$ cat config.mk
export PLATFORM = sky130hd
export DESIGN_NAME = uart_baud_sched_flat
export DESIGN_NICKNAME = d
export VERILOG_FILES = /design/src/rtl/uart_baud_pkg.sv /design/src/rtl/uart_baud_sched_if.sv /design/src/rtl/baud_phase_ctr.sv /design/src/rtl/uart_baud_sched.sv /design/src/flat_wrapper.sv
export SDC_FILE = /design/constraint.sdc
export NUM_CORES = 1
export LEC_CHECK = 0
export CORE_ASPECT_RATIO = 2
export CORE_MARGIN = 2
export CORE_UTILIZATION = 55
export DETAILED_ROUTE_END_ITERATION = 12
export DONT_BUFFER_PORTS = 1
export PLACE_DENSITY = 0.76
export SYNTH_ARGS = -nofsm -noshare
export SYNTH_HDL_FRONTEND = slang
export SYNTH_SLANG_ARGS = --single-unit
$ cat constraint.sdc
create_clock -name clk -period 5.1 [get_ports clk]
set_input_delay 1.02 -clock clk [delete_from_list [all_inputs] [get_ports clk]]
set_output_delay 1.02 -clock clk [all_outputs]
set_load 0.005 [all_outputs]
$ cat src/rtl/uart_baud_pkg.sv
// Shared types and the bit-period table for the UART baud scheduler.
package uart_baud_pkg;

    localparam int RATE_W = 2;

    typedef logic [RATE_W-1:0] rate_t;

    // clk cycles per bit at 50 MHz: 9600, 19200, 57600, 115200 Bd
    localparam int BAUD_DIV_TABLE [4] = '{5208, 2604, 868, 434};

    typedef enum logic {
        IDLE = 1'b0,
        RUN  = 1'b1
    } ch_state_t;

    function automatic int baud_div(rate_t rate);
        return BAUD_DIV_TABLE[rate];
    endfunction

endpackage

$ cat src/rtl/uart_baud_sched_if.sv
// Rate-change handshake plus the TX/RX request/tick signals of the baud scheduler.
interface uart_baud_sched_if;
    import uart_baud_pkg::*;

    logic  cfg_valid;
    rate_t cfg_rate;
    logic  cfg_ready;
    rate_t cur_rate;
    logic  tx_req;
    logic  tx_tick;
    logic  rx_req;
    logic  rx_tick;
    logic  rx_mid;

    modport master (
        output cfg_valid, cfg_rate, tx_req, rx_req,
        input  cfg_ready, cur_rate, tx_tick, rx_tick, rx_mid
    );

    modport slave (
        input  cfg_valid, cfg_rate, tx_req, rx_req,
        output cfg_ready, cur_rate, tx_tick, rx_tick, rx_mid
    );

endinterface

$ cat src/rtl/baud_phase_ctr.sv
// One baud channel: IDLE/RUN FSM, phase counter and registered tick/mid enables.
// The mid-bit comparator and register exist only when UART_BAUD_MID_EN is defined.
module baud_phase_ctr
    import uart_baud_pkg::*;
#(
    parameter int DIV_W = 16
) (
    input  logic             clk,
    input  logic             rst,
    input  logic [DIV_W-1:0] div,
    input  logic             req,
    input  logic             mid_en,
    output logic             tick,
    output logic             mid,
    output logic             busy
);

    ch_state_t        state_q, state_d;
    logic [DIV_W-1:0] cnt_q, cnt_d;
    logic [DIV_W-1:0] last;
    logic             tick_d;

    assign last = div - DIV_W'(1);
    assign busy = (state_q == RUN);

    // NOTE: every output of this block gets a default first, so no path can infer a latch.
    always_comb begin
        state_d = state_q;
        cnt_d   = cnt_q;
        tick_d  = 1'b0;
        case (state_q)
            IDLE: begin
                if (req) begin
                    state_d = RUN;
                    cnt_d   = '0;
                end
            end
            RUN: begin
                // Dropping req suppresses whatever tick was due on this edge.
                if (!req) begin
                    state_d = IDLE;
                    cnt_d   = '0;
                end else begin
                    tick_d = (cnt_q == last);
                    cnt_d  = (cnt_q == last) ? '0 : cnt_q + DIV_W'(1);
                end
            end
            default: state_d = IDLE;
        endcase
    end

    // NOTE: state is updated with non-blocking assignments so every register samples pre-edge values.
    always_ff @(posedge clk) begin
        if (rst) begin
            state_q <= IDLE;
            cnt_q   <= '0;
            tick    <= 1'b0;
        end else begin
            state_q <= state_d;
            cnt_q   <= cnt_d;
            tick    <= tick_d;
        end
    end

`ifdef UART_BAUD_MID_EN
    always_ff @(posedge clk) begin
        if (rst) begin
            mid <= 1'b0;
        end else begin
            mid <= (state_q == RUN) && req && mid_en && (cnt_q == (last >> 1));
        end
    end
`else
    logic unused_mid_en;
    assign unused_mid_en = mid_en;
    assign mid           = 1'b0;
`endif

endmodule

$ cat src/rtl/uart_baud_sched.sv
// Baud-rate scheduler: one programmable bit period served to independent TX and RX
// phase counters; rate changes are accepted only while both channels are idle.
// rx_mid is generated only when UART_BAUD_MID_EN is defined.
module uart_baud_sched
    import uart_baud_pkg::*;
#(
    parameter int DIV_W        = 16,
    parameter int DEFAULT_RATE = 3
) (
    input logic              clk,
    input logic              rst,
    uart_baud_sched_if.slave bus
);

    localparam rate_t RESET_RATE = rate_t'(DEFAULT_RATE);

    logic [DIV_W-1:0] div_q;
    rate_t            rate_q;
    logic             tx_busy;
    logic             rx_busy;
    logic             tx_mid_unused;

    assign bus.cfg_ready = !tx_busy && !rx_busy;
    assign bus.cur_rate  = rate_q;

    // div_q only moves while both counters are idle, so no frame sees a rate change.
    always_ff @(posedge clk) begin
        if (rst) begin
            rate_q <= RESET_RATE;
            div_q  <= DIV_W'(baud_div(RESET_RATE));
        end else if (bus.cfg_valid && bus.cfg_ready) begin
            rate_q <= bus.cfg_rate;
            div_q  <= DIV_W'(baud_div(bus.cfg_rate));
        end
    end

    baud_phase_ctr #(.DIV_W(DIV_W)) u_tx_ctr (
        .clk    (clk),
        .rst    (rst),
        .div    (div_q),
        .req    (bus.tx_req),
        .mid_en (1'b0),
        .tick   (bus.tx_tick),
        .mid    (tx_mid_unused),
        .busy   (tx_busy)
    );

    baud_phase_ctr #(.DIV_W(DIV_W)) u_rx_ctr (
        .clk    (clk),
        .rst    (rst),
        .div    (div_q),
        .req    (bus.rx_req),
        .mid_en (1'b1),
        .tick   (bus.rx_tick),
        .mid    (bus.rx_mid),
        .busy   (rx_busy)
    );

endmodule

$ cat src/flat_wrapper.sv
// flat-port wrapper written by rule: the top's interface ports become plain ports
module uart_baud_sched_flat import uart_baud_pkg::*;
#(
    parameter int DIV_W        = 16,
    parameter int DEFAULT_RATE = 3
)
  (clk, rst, bus_cfg_valid, bus_cfg_rate, bus_tx_req, bus_rx_req, bus_cfg_ready, bus_cur_rate, bus_tx_tick, bus_rx_tick, bus_rx_mid);
  uart_baud_sched_if bus_i ();
  input logic clk;
  input logic rst;
  input wire logic [$bits(bus_i.cfg_valid)-1:0] bus_cfg_valid;
  input wire logic [$bits(bus_i.cfg_rate)-1:0] bus_cfg_rate;
  input wire logic [$bits(bus_i.tx_req)-1:0] bus_tx_req;
  input wire logic [$bits(bus_i.rx_req)-1:0] bus_rx_req;
  output wire logic [$bits(bus_i.cfg_ready)-1:0] bus_cfg_ready;
  output wire logic [$bits(bus_i.cur_rate)-1:0] bus_cur_rate;
  output wire logic [$bits(bus_i.tx_tick)-1:0] bus_tx_tick;
  output wire logic [$bits(bus_i.rx_tick)-1:0] bus_rx_tick;
  output wire logic [$bits(bus_i.rx_mid)-1:0] bus_rx_mid;
  assign bus_i.cfg_valid = bus_cfg_valid;
  assign bus_i.cfg_rate = bus_cfg_rate;
  assign bus_i.tx_req = bus_tx_req;
  assign bus_i.rx_req = bus_rx_req;
  assign bus_cfg_ready = bus_i.cfg_ready;
  assign bus_cur_rate = bus_i.cur_rate;
  assign bus_tx_tick = bus_i.tx_tick;
  assign bus_rx_tick = bus_i.rx_tick;
  assign bus_rx_mid = bus_i.rx_mid;
  uart_baud_sched #(.DIV_W(DIV_W), .DEFAULT_RATE(DEFAULT_RATE)) u_core (.clk(clk), .rst(rst), .bus(bus_i));
endmodule
**After elaboration in Yosys (flattened, before gate mapping)**

Cells that the tools add are included.

- Memory bits (writable): 0
- Latch bits: 0
- Word-level logic and storage cells: 40
- Memories kept: 0
- Bits in read-only memories: 0
- Output and inout bits: 6
- Input bits: 7
- Bits in registers: 54

- Muxes and demuxes: 13
- Shift operators: 0
- Multipliers: 0
- Reduce and logical (&&, ||, !) cells: 6
- Equal/unequal tests: 4
- Div/mod/pow operators: 0
- Add/subtract/negate cells: 3
- $lt $le $gt $ge: 1
- Bitwise operators: 5

Operator list:

| operator | number |
|---|---|
| 16-bit two-way mux | 8 |
| 32-bit binary-select mux with 2-bit select | 1 |
| 16-bit one-hot mux with 2 select lines | 2 |
| 16-bit by 1-bit adder with 16-bit output, second input constant | 2 |
| 16-bit equality test | 2 |
| 16-bit by 1-bit subtractor with 16-bit output, second input constant | 1 |
| 3-bit OR reduction | 2 |
| 2-bit inequality test, second input constant | 2 |
| 1-bit inverter | 4 |
| 3-bit greater-or-equal comparator, second input constant | 1 |
| 2-bit inverter with 3-bit output | 1 |
| 1-bit logical AND | 2 |
| 1-bit zero test | 2 |
| 1-bit two-way mux | 2 |

**Depth between registers and ports, before layout**

Gate-level depths: netlist of the first run.

- Depth after elaboration: 5
- Depth in mapped cells: 13
- Depth with buffers taken out: 9

**By module**

A second synthesis of the first run with hierarchy kept.

- Cell total of the unflattened synthesis: 449
- Area, all modules: 3,694.8 um^2

Modules (own cells, without submodules):

| module | area each (um^2) | sequential area each (um^2) | instances | cells each |
|---|---|---|---|---|
| baud_phase_ctr | 1,589.0 | 360.3 | 2 | 199 |
| uart_baud_sched | 516.7 | 200.2 | 1 | 51 |

**Worst setup path after synthesis of the first run**

OpenSTA, ideal clock, no wires.

- Kind: register to register
- Start: register u_core.div_q[7]
- End: register u_core.u_rx_ctr.cnt_q[12]
- Setup slack: 2.344 ns
- Period minus slack after synthesis: 2.756 ns
- Stages on the path, launching flop included: 12
- Arrival time: 2.632 ns
- Setup time: 0.124 ns
- Path buffers: 2
- Required time: 4.976 ns
- Path through: dfxtp_1 > buf_2 > inv_1 > ha_1 > or3b_2 > a21oi_1 > a21oi_1 > a2111o_1 > or4_4 > buf_6 > a31oi_1 > o22ai_1

- Cells in the longest elaborated chain, start to end: 5

Ends and longest elaborated chain:

| element | RTL line | text |
|---|---|---|
| from (decl) | uart_baud_sched.sv:17 | `logic [DIV_W-1:0] div_q;` |
| from (signal assigned) | uart_baud_sched.sv:30 | `div_q <= DIV_W'(baud_div(RESET_RATE));` |
| from (signal assigned) | uart_baud_sched.sv:33 | `div_q <= DIV_W'(baud_div(bus.cfg_rate));` |
| 16-bit by 1-bit subtractor with 16-bit output | baud_phase_ctr.sv:23 | `assign last = div - DIV_W'(1);` |
| 16-bit equality test | baud_phase_ctr.sv:45 | `cnt_d = (cnt_q == last) ? '0 : cnt_q + DIV_W'(1);` |
| 16-bit two-way mux | baud_phase_ctr.sv:45 |  |
| 16-bit two-way mux | baud_phase_ctr.sv:40 | `if (!req) begin` |
| 16-bit one-hot mux with 2 select lines | baud_phase_ctr.sv:31 | `case (state_q)` |
| to (signal assigned) | baud_phase_ctr.sv:60 | `cnt_q <= cnt_d;` |
| to (decl) | baud_phase_ctr.sv:19 | `logic [DIV_W-1:0] cnt_q, cnt_d;` |

Every way passes these cells.
A chain may end at the register's enable or synchronous reset.

**Final worst setup path of the first run**

- Start: register u_core.div_q[7]
- End: register u_core.u_tx_ctr.cnt_q[5]

- Cells in the longest elaborated chain, start to end: 5

Ends and longest elaborated chain:

| element | RTL line |
|---|---|
| 16-bit by 1-bit subtractor with 16-bit output | baud_phase_ctr.sv:23 |
| 16-bit equality test | baud_phase_ctr.sv:45 |
| 16-bit two-way mux | baud_phase_ctr.sv:45 |
| 16-bit two-way mux | baud_phase_ctr.sv:40 |
| 16-bit one-hot mux with 2 select lines | baud_phase_ctr.sv:31 |
| to (signal assigned) | baud_phase_ctr.sv:60 |
| to (decl) | baud_phase_ctr.sv:19 |

Every way passes these cells.

==> results_dict.tcl, run 1 <==
set metrics [dict create \
    synth-seq-cells 46 \
    vdd_drop_max_mv 0.252 \
    netlist.area_leader.share_pct 30.0 \
    num_rows 38 \
    io_buffer_count 0 \
    max_freq_mhz 292 \
    synthesis.nets 406 \
    fin_crit_ps 3430 \
    hp-class "reg2reg" \
    critical_path.cell_chain "inv_1 -> ha_1 -> or3b_2 -> xnor2_1 -> a211oi_1 -> o2111ai_1 -> or4_1 -> nand2_2 -> o311ai_0" \
    max_slew_margin_pct 46.4 \
    worstHoldPathCells 2 \
    cts_tree "done" \
    setup_ws_ps 1670 \
    yosys-top-cells-count "48 x nand2_1, 46 x dfxtp_1, 34 x nand3_1" \
    grt_overflow 0 \
    grt_usage_pct 23.7 \
    finalSetupTns_ps 0 \
    place.gp.congestion 0.977 \
    tightest_slew_ps 798 \
    num_vias 2759 \
    synth.largest_area_cell "dfxtp_1" \
    clock-sinks 46 \
    antenna_cells 0 \
    ant_nets 0 \
    hold_violations 0 \
    postPlaceCellArea_um2 2990 \
    slowest_delay_ps 730 \
    reg2reg_depth 9 \
    syn_inst 391 \
    start_kind "flip-flop" \
    drv_cap 0 \
    drc 0 \
    synth.area.top_cells "dfxtp_1 30%, nand2_1 5.9%, nand3_1 5.5%" \
    slew_violations 0 \
    worst-path-max-fanout 18 \
    period_share_pct 67.3 \
    cpMaxStageDelayCell "or4_1" \
    setup_viol 0 \
    yosys_warnings 0 \
    cp.arrival_ps 3600 \
    yosysMostFrequentCell "nand2_1" \
    start_util_pct 56.6 \
    clock_path_buffers 2 \
    fin_area_um2 3080 \
    synth_ff_type "dfxtp_1" \
    status "finished clean" \
    cts_resized 0 \
    rsz0062_at_grt "no" \
    dpl.hpwl_um 5190 \
    cts_root_buf "clkbuf_8" \
    avgSynthCellArea_um2 7.85 \
    worstPathRequired_ps 5270 \
    die_area_um2 6230 \
    viasPerCell 6.48 \
    die_h_um 110 \
    dp_cells 418 \
    nets 380 \
    synth_cell_types 54 \
    grt_pass1_wl_um 11800 \
    die_w_um 56.8 \
    cts_buffers 5 \
    leakagePower_nw 1.03 \
    cts.clk_slew.worst_paths_ps 100 \
    syn_area_um2 3070 \
    grt_max_degree 23 \
    drive_gt1_share_pct 6.01 \
    worstSetupPathType "reg2reg" \
    antenna_found_initial 0 \
    end_kind "flip-flop" \
    postCtsHoldBufs 0 \
    syn_to_final_growth_pct 0.285 \
    fin_skew_ps 10.8 \
    async_flop_share_pct 0 \
    synth_edf_count 0 \
    dp_slack_ps 1710 \
    drt_first_iter_violations 66 \
    powerDensity_nw_per_um2 221 \
    clock_latency_ps 310 \
    fin_cells 426 \
    ios 13 \
    routedWlPerCell_um 16.3 \
    seq_area_frac_synth_pct 30.0 \
    htreeDepth 2 \
    wirelength_um 6930 \
    grt_pass1_vias 2624 \
    dr.pass1.iters 4 \
    coreArea_um2 5420 \
    post-cts-setup-buffer-count 0 \
]
-- layout make-up --
type / count / area [um2]
clock buffers: 5 / 68.8
clock inverters: 3 / 21.3
well taps: 60 / 75.1
fillers: 525 / 2340
inverters: 10 / 37.5
multi-input cells: 299 / 1930
flip-flops and latches: 46 / 921
repair buffers: 3 / 22.5
-- registers in the layout (all words and copies together) (netlist names) --
signal,flops
u_core.u_rx_ctr.cnt_q,16
u_core.u_tx_ctr.cnt_q,16
u_core.div_q,9
u_core.bus.cur_rate,1
u_core.u_rx_ctr.busy,1
u_core.u_rx_ctr.tick,1
u_core.u_tx_ctr.busy,1
u_core.u_tx_ctr.tick,1
-- worst max-delay path: cells and delay by family, from the launching register on --
family                     cells  cell delay [ps]
and+or+nand+nor                3             1590
DFF                            1              450
buffers and inverters          1              140
AOI/OAI and AO/OA              3              460
adders and majority gates      1              480
xor gates and xnor gates       1              150
-- placed cells by master (no fill, tap or decap), types with 3 or more instances in the layout --
cell type,synthesis,final
nand2_1,48,48
dfxtp_1,46,46
nand3_1,34,34
nor2_1,21,21
nand4_1,21,21
and3_1,16,16
xnor2_1,15,15
a21oi_1,12,12
xor2_1,12,12
o21ai_0,11,11
inv_1,10,10
a31oi_1,10,10
o311ai_1,9,9
mux2i_1,9,9
ha_1,8,8
nor3_1,6,6
or2_2,5,5
clkbuf_8,0,5
nor2b_1,4,4
and2_1,4,4
o211ai_1,4,4
nand2b_1,4,4
or3_1,4,4
o311ai_0,4,4
o2111ai_1,3,3
a211oi_1,3,3
nand3b_1,3,3
buf_4,4,3
-- worst paths after layout --
| path | to | slack, ps | startpoint |
|---|---|---|---|
| max | u_core.u_tx_ctr.cnt_q[5] | 1670 | u_core.div_q[7] |
| min | u_core.bus.cur_rate[0] | 500 | u_core.bus.cur_rate[0] |
| max reg2reg | u_core.u_tx_ctr.cnt_q[5] | 1670 | u_core.div_q[7] |
| min reg2reg | u_core.bus.cur_rate[0] | 500 | u_core.bus.cur_rate[0] |
-- per-stage QoR --
step	hold slack [ps]	utilization, %	power (mW)
2_1_floorplan	462	-	0.446
3_3_place_gp	482	55.1	0.456
4_1_cts	510	56.8	0.683
6_report	500	56.8	0.679
5_1_grt	541	56.8	0.703
3_5_place_dp	495	55.1	0.459
-- report_power, final --
group          switching [mW]  internal (mW)
clock network           0.131         0.0965
logic                  0.0382         0.0296
registers              0.0178          0.366
total                   0.187          0.492
-- routing by layer --
metal | routed length, um | share of wire, % | global-route usage, %
met3 | 141 | 2.0 | 3.65
met1 | 2750 | 40 | 23.2
met2 | 3820 | 55 | 46.9
met4 | 221 | 3.2 | 11.3
met5 | 0 | 0 | 0
-- kinds of logic after synthesis --
| family | synth area share, % |
|---|---|
| buffers and inverters | 7.05 |
| multiplexers | 2.94 |
| XOR/XNOR | 9.17 |
| flip-flops | 30.0 |
| other | 0.122 |
| adder cells (fa/ha/maj) | 3.26 |
| AND/OR/NAND/NOR | 31.0 |
| AO/OA/AOI/OAI | 16.5 |
Power figures use the tool's default switching activity.
==> run 2, diff against run 1 <==
==> constraint.sdc (replaced) <==
create_clock -name clk -period 3.4 [get_ports clk]
set_input_delay 0.68 -clock clk [delete_from_list [all_inputs] [get_ports clk]]
set_output_delay 0.68 -clock clk [all_outputs]
set_load 0.005 [all_outputs]
==> run 2 against run 1 <==
Fmax increased by 7.9%; critical path depth unchanged; first-iteration DRC count increased by 23%.
==> results_dict.tcl, run 2 (same netlist as run 1, synthesis figures left out) <==
set metrics [dict create \
    status "finished clean" \
    io_buffer_count 0 \
    cp-startpoint "u_core.div_q[7]" \
    worstPathRequired_ps 3580 \
    p_int_uw 816 \
    rsz0062_at_grt "no" \
    die_w_um 56.8 \
    hp-class "in2reg" \
    ios 13 \
    worstReg2RegStart "u_core.div_q[7]" \
    setup_viol 0 \
    critPathBufInv 2 \
    vdd_drop_max_mv 0.340 \
    antenna_cells 0 \
    drv_cap 0 \
    reg.largest.list "u_core.u_rx_ctr.cnt_q: 16 flops, u_core.u_tx_ctr.cnt_q: 16 flops, u_core.div_q: 9 flops" \
    hold_path.startpoint "rst" \
    clock_path_buffers 2 \
    cts.clk_slew.worst_paths_ps 90 \
    ant_nets 0 \
    critPathTopFamily "simple AND/OR/NAND/NOR gates" \
    swShare_pct 25.5 \
    tightest_slew_ps 710 \
    post-cts-setup-buffer-count 0 \
    cts_buffers 5 \
    finalSetupTns_ps 0 \
    die_h_um 110 \
    drc 0 \
    cts_resized 0 \
    clock-sinks 46 \
    p_clk_share_pct 37.9 \
    end_kind "flip-flop" \
    viasPerCell 6.49 \
    postCtsHoldBufs 0 \
    nets 387 \
    max_slew_margin_pct 52.3 \
    grt_max_degree 23 \
    period_share_pct 93.5 \
    grt_overflow 0 \
    dpl.hpwl_um 5260 \
    htreeDepth 2 \
    grt_pass1_wl_um 11800 \
    die_area_um2 6230 \
    slew_violations 0 \
    critical_path.cell_chain "buf_4 -> nor4_2 -> nand4b_1 -> o21ai_0 -> nand4_1 -> or4_1 -> buf_4 -> nand4_1 -> o311ai_0" \
    dr.pass1.iters 4 \
    syn_to_final_growth_pct 2.65 \
    slowest_delay_ps 670 \
    coreArea_um2 5420 \
    drive_gt1_share_pct 7.51 \
    final_common_cell "nand2_1" \
    powerDensity_nw_per_um2 348 \
    place.gp.congestion 0.938 \
    grt_usage_pct 24.2 \
    p_sw_uw 280 \
    fin_skew_ps 6.45 \
    wirelength_um 7110 \
    fin_total_pwr_mw 1.10 \
    start_util_pct 56.6 \
    cpMaxStageDelayCell "nor4_2" \
    cts_root_buf "clkbuf_8" \
    cp.arrival_ps 3350 \
    grt_pass1_vias 2506 \
    antenna_found_initial 0 \
    power_frac_comb_pct 10.3 \
    fin_crit_ps 3180 \
    num_vias 2811 \
    drt_first_iter_violations 81 \
    start_kind "flip-flop" \
    max_freq_mhz 315 \
    seqPwrFrac_pct 51.8 \
    cts_tree "done" \
    clock_latency_ps 320 \
    hold_violations 0 \
    routedWlPerCell_um 16.4 \
    worstSetupPathType "reg2reg" \
    num_rows 38 \
    worst-path-max-fanout 11 \
    leakagePower_nw 1.08 \
    final_cell_mix "48 x nand2_1, 46 x dfxtp_1, 34 x nand3_1" \
]
[run 2: layout make-up]
class	count	area, um2
Inverter	10	37.5
Clock buffer	6	72.6
Fill cell	524	2270
Clock inverter	2	37.5
Timing Repair Buffer	10	75.1
Sequential cell	46	921
Multi-Input combinational cell	299	1930
Tap cell	60	75.1
[run 2: final timing paths]
kind                              endpoint  slack [ps]  cells after the start
hold reg to reg     u_core.bus.cur_rate[0]         500                      2
setup reg to reg  u_core.u_tx_ctr.cnt_q[6]         220                      9
hold / removal            u_core.div_q[10]         420                      1
setup / recovery  u_core.u_tx_ctr.cnt_q[6]         220                      9
[run 2: power groups by stage]
stage / Combinational (mW) / Sequential (mW) / Clock [mW]
6_report: 0.113 / 0.568 / 0.416
3_5_place_dp: 0.112 / 0.580 / 0
4_1_cts: 0.113 / 0.568 / 0.419
3_3_place_gp: 0.110 / 0.580 / 0
5_1_grt: 0.125 / 0.570 / 0.440
2_1_floorplan: 0.101 / 0.568 / 0
[run 2: through the flow]
step	setup slack, ps	utilization (%)	area, um2	std cells	hold WS (ps)
finish	222	58.1	3150	433	419
global route	87.6	58.1	3150	433	403
CTS	294	58.1	3150	433	410
detailed placement	312	56.1	3040	425	489
global placement	374	56.1	3040	425	481
floorplan	644	-	3070	391	462
[run 2: metal layers]
metal / GRT usage, % / vias to the layer above / part of all wire, %
met5: 0 / - / 0
met4: 14.5 / 0 / 4.6
met3: 3.88 / 24 / 2.7
met2: 46.0 / 61 / 54
met1: 23.9 / 1347 / 39
li1: - / 1379 / -
==> run 3, diff against run 2 <==
==> constraint.sdc (replaced) <==
create_clock -name clk -period 3.4 [get_ports clk]
set_input_delay 0.68 -clock clk [delete_from_list [all_inputs] [get_ports clk]]
set_output_delay 0.68 -clock clk [all_outputs]
set_load 0.02 [all_outputs]
==> run 3 against run 2 <==
Utilization did not move; power is 0.14% higher; critical endpoint is now u_core.u_tx_ctr.cnt_q[4]; register-to-register slack gained 120 ps; largest power group unchanged; clock power decreased by 1%; first-iteration DRC count up 9.9%; cell count unchanged; setup slack better by 120 ps.
==> results_dict.tcl, run 3 (same netlist as run 1, synthesis figures left out) <==
set metrics [dict create \
    drt-met1-wl_um 2800 \
    post-cts-setup-buffer-count 0 \
    viasPerCell 6.31 \
    finalSetupTns_ps 0 \
    dr.pass1.iters 4 \
    reg2reg_depth 8 \
    postPlaceCellArea_um2 3040 \
    grt_pass1_wl_um 12300 \
    routedWlPerCell_um 16.5 \
    num_rows 38 \
    die_w_um 56.8 \
    final_cell_mix "48 x nand2_1, 46 x dfxtp_1, 34 x nand3_1" \
    cts_root_buf "clkbuf_8" \
    fillers 530 \
    cts_tree "done" \
    start_kind "flip-flop" \
    dr_wl_met3_um 132 \
    drv_cap 0 \
    fin_skew_ps 6.55 \
    clock-sinks 46 \
    max_freq_mhz 327 \
    ant_nets 0 \
    slew_violations 0 \
    leakagePower_nw 1.08 \
    postCtsHoldBufs 0 \
    cts.clk_slew.worst_paths_ps 90 \
    hold_violations 0 \
    cts_resized 0 \
    grt_pass1_vias 2710 \
    worstPathRequired_ps 3600 \
    worstHoldPathCells 1 \
    io_buffer_count 0 \
    die_area_um2 6230 \
    hp-class "in2reg" \
    fin_cells 433 \
    max_slew_margin_pct 51.9 \
    status "finished clean" \
    end_kind "flip-flop" \
    coreArea_um2 5420 \
    ios 13 \
    antenna_cells 0 \
    final_common_cell "nand2_1" \
    place.gp.congestion 0.956 \
    worstSetupPathType "reg2reg" \
    dp_cells 425 \
    fin_area_um2 3150 \
    rsz0062_at_grt "no" \
    worst-path-max-fanout 10 \
    reg.largest.list "u_core.u_rx_ctr.cnt_q: 16 flops, u_core.u_tx_ctr.cnt_q: 16 flops, u_core.div_q: 9 flops" \
    setup_viol 0 \
    syn_to_final_growth_pct 2.65 \
    powerDensity_nw_per_um2 349 \
    grt_max_degree 23 \
    die_h_um 110 \
    drt_first_iter_violations 89 \
    top_layer "met4" \
    drc 0 \
    num_vias 2734 \
    nets 387 \
    drive_gt1_share_pct 7.51 \
    wl_met2_um 3950 \
    period_share_pct 90.0 \
    htreeDepth 2 \
    antenna_found_initial 0 \
    clock_path_buffers 2 \
    clock_latency_ps 300 \
    dpl.hpwl_um 5360 \
    start_util_pct 56.6 \
    grt_overflow 0 \
    tightest_slew_ps 716 \
    vdd_drop_max_mv 0.367 \
    cts_buffers 5 \
    grt_usage_pct 24.7 \
    fin_crit_ps 3060 \
    cp.arrival_ps 3260 \
    wirelength_um 7140 \
]
[run 3: final cells by class]
| type | instances | area (um2) | share of cell area (%) |
|---|---|---|---|
| Tap cell | 60 | 75.1 | 2.38 |
| Clock inverter | 2 | 37.5 | 1.19 |
| Multi-Input combinational cell | 299 | 1930 | 61.3 |
| Sequential cell | 46 | 921 | 29.2 |
| Clock buffer | 6 | 72.6 | 2.30 |
| Timing Repair Buffer | 10 | 75.1 | 2.38 |
| Inverter | 10 | 37.5 | 1.19 |
[run 3: critical path, cell delays in order (launching register included)]
cell and delay (ps):
dfxtp_1 390, nor4_2 690, nand4b_1 240, o21ai_0 330, nand4_1 140, or4_1 660
buf_4 250, a31oi_1 160, mux2i_1 90
[run 3: metal layers]
layer  GRT usage [%]  up-vias
met5               0        -
met4            12.3        0
met3            3.06       21
met2            48.1       49
met1            25.1     1285
li1                -     1379
[run 3: per-stage QoR]
step / total power, mW / utilization (%) / worst slack, ps / hold slack, ps
2_1_floorplan: 0.673 / - / 644 / 462
3_3_place_gp: 0.694 / 56.1 / 483 / 495
3_5_place_dp: 0.697 / 56.1 / 432 / 506
4_1_cts: 1.11 / 58.1 / 403 / 424
5_1_grt: 1.13 / 58.1 / 224 / 426
6_report: 1.10 / 58.1 / 339 / 434
[run 3: worst paths after layout]
| kind | startpoint | end | slack, ps |
|---|---|---|---|
| min | rst | u_core.u_rx_ctr.cnt_q[0] | 430 |
| max | u_core.div_q[7] | u_core.u_tx_ctr.cnt_q[4] | 340 |
| max reg2reg | u_core.div_q[7] | u_core.u_tx_ctr.cnt_q[4] | 340 |
| min reg2reg | u_core.u_tx_ctr.cnt_q[15] | u_core.u_tx_ctr.cnt_q[15] | 510 |
[run 3: power breakdown]
group | total (mW) | switching (mW) | internal, mW
registers | 0.570 | 0.0220 | 0.548
clock network | 0.412 | 0.193 | 0.220
logic | 0.115 | 0.0669 | 0.0485
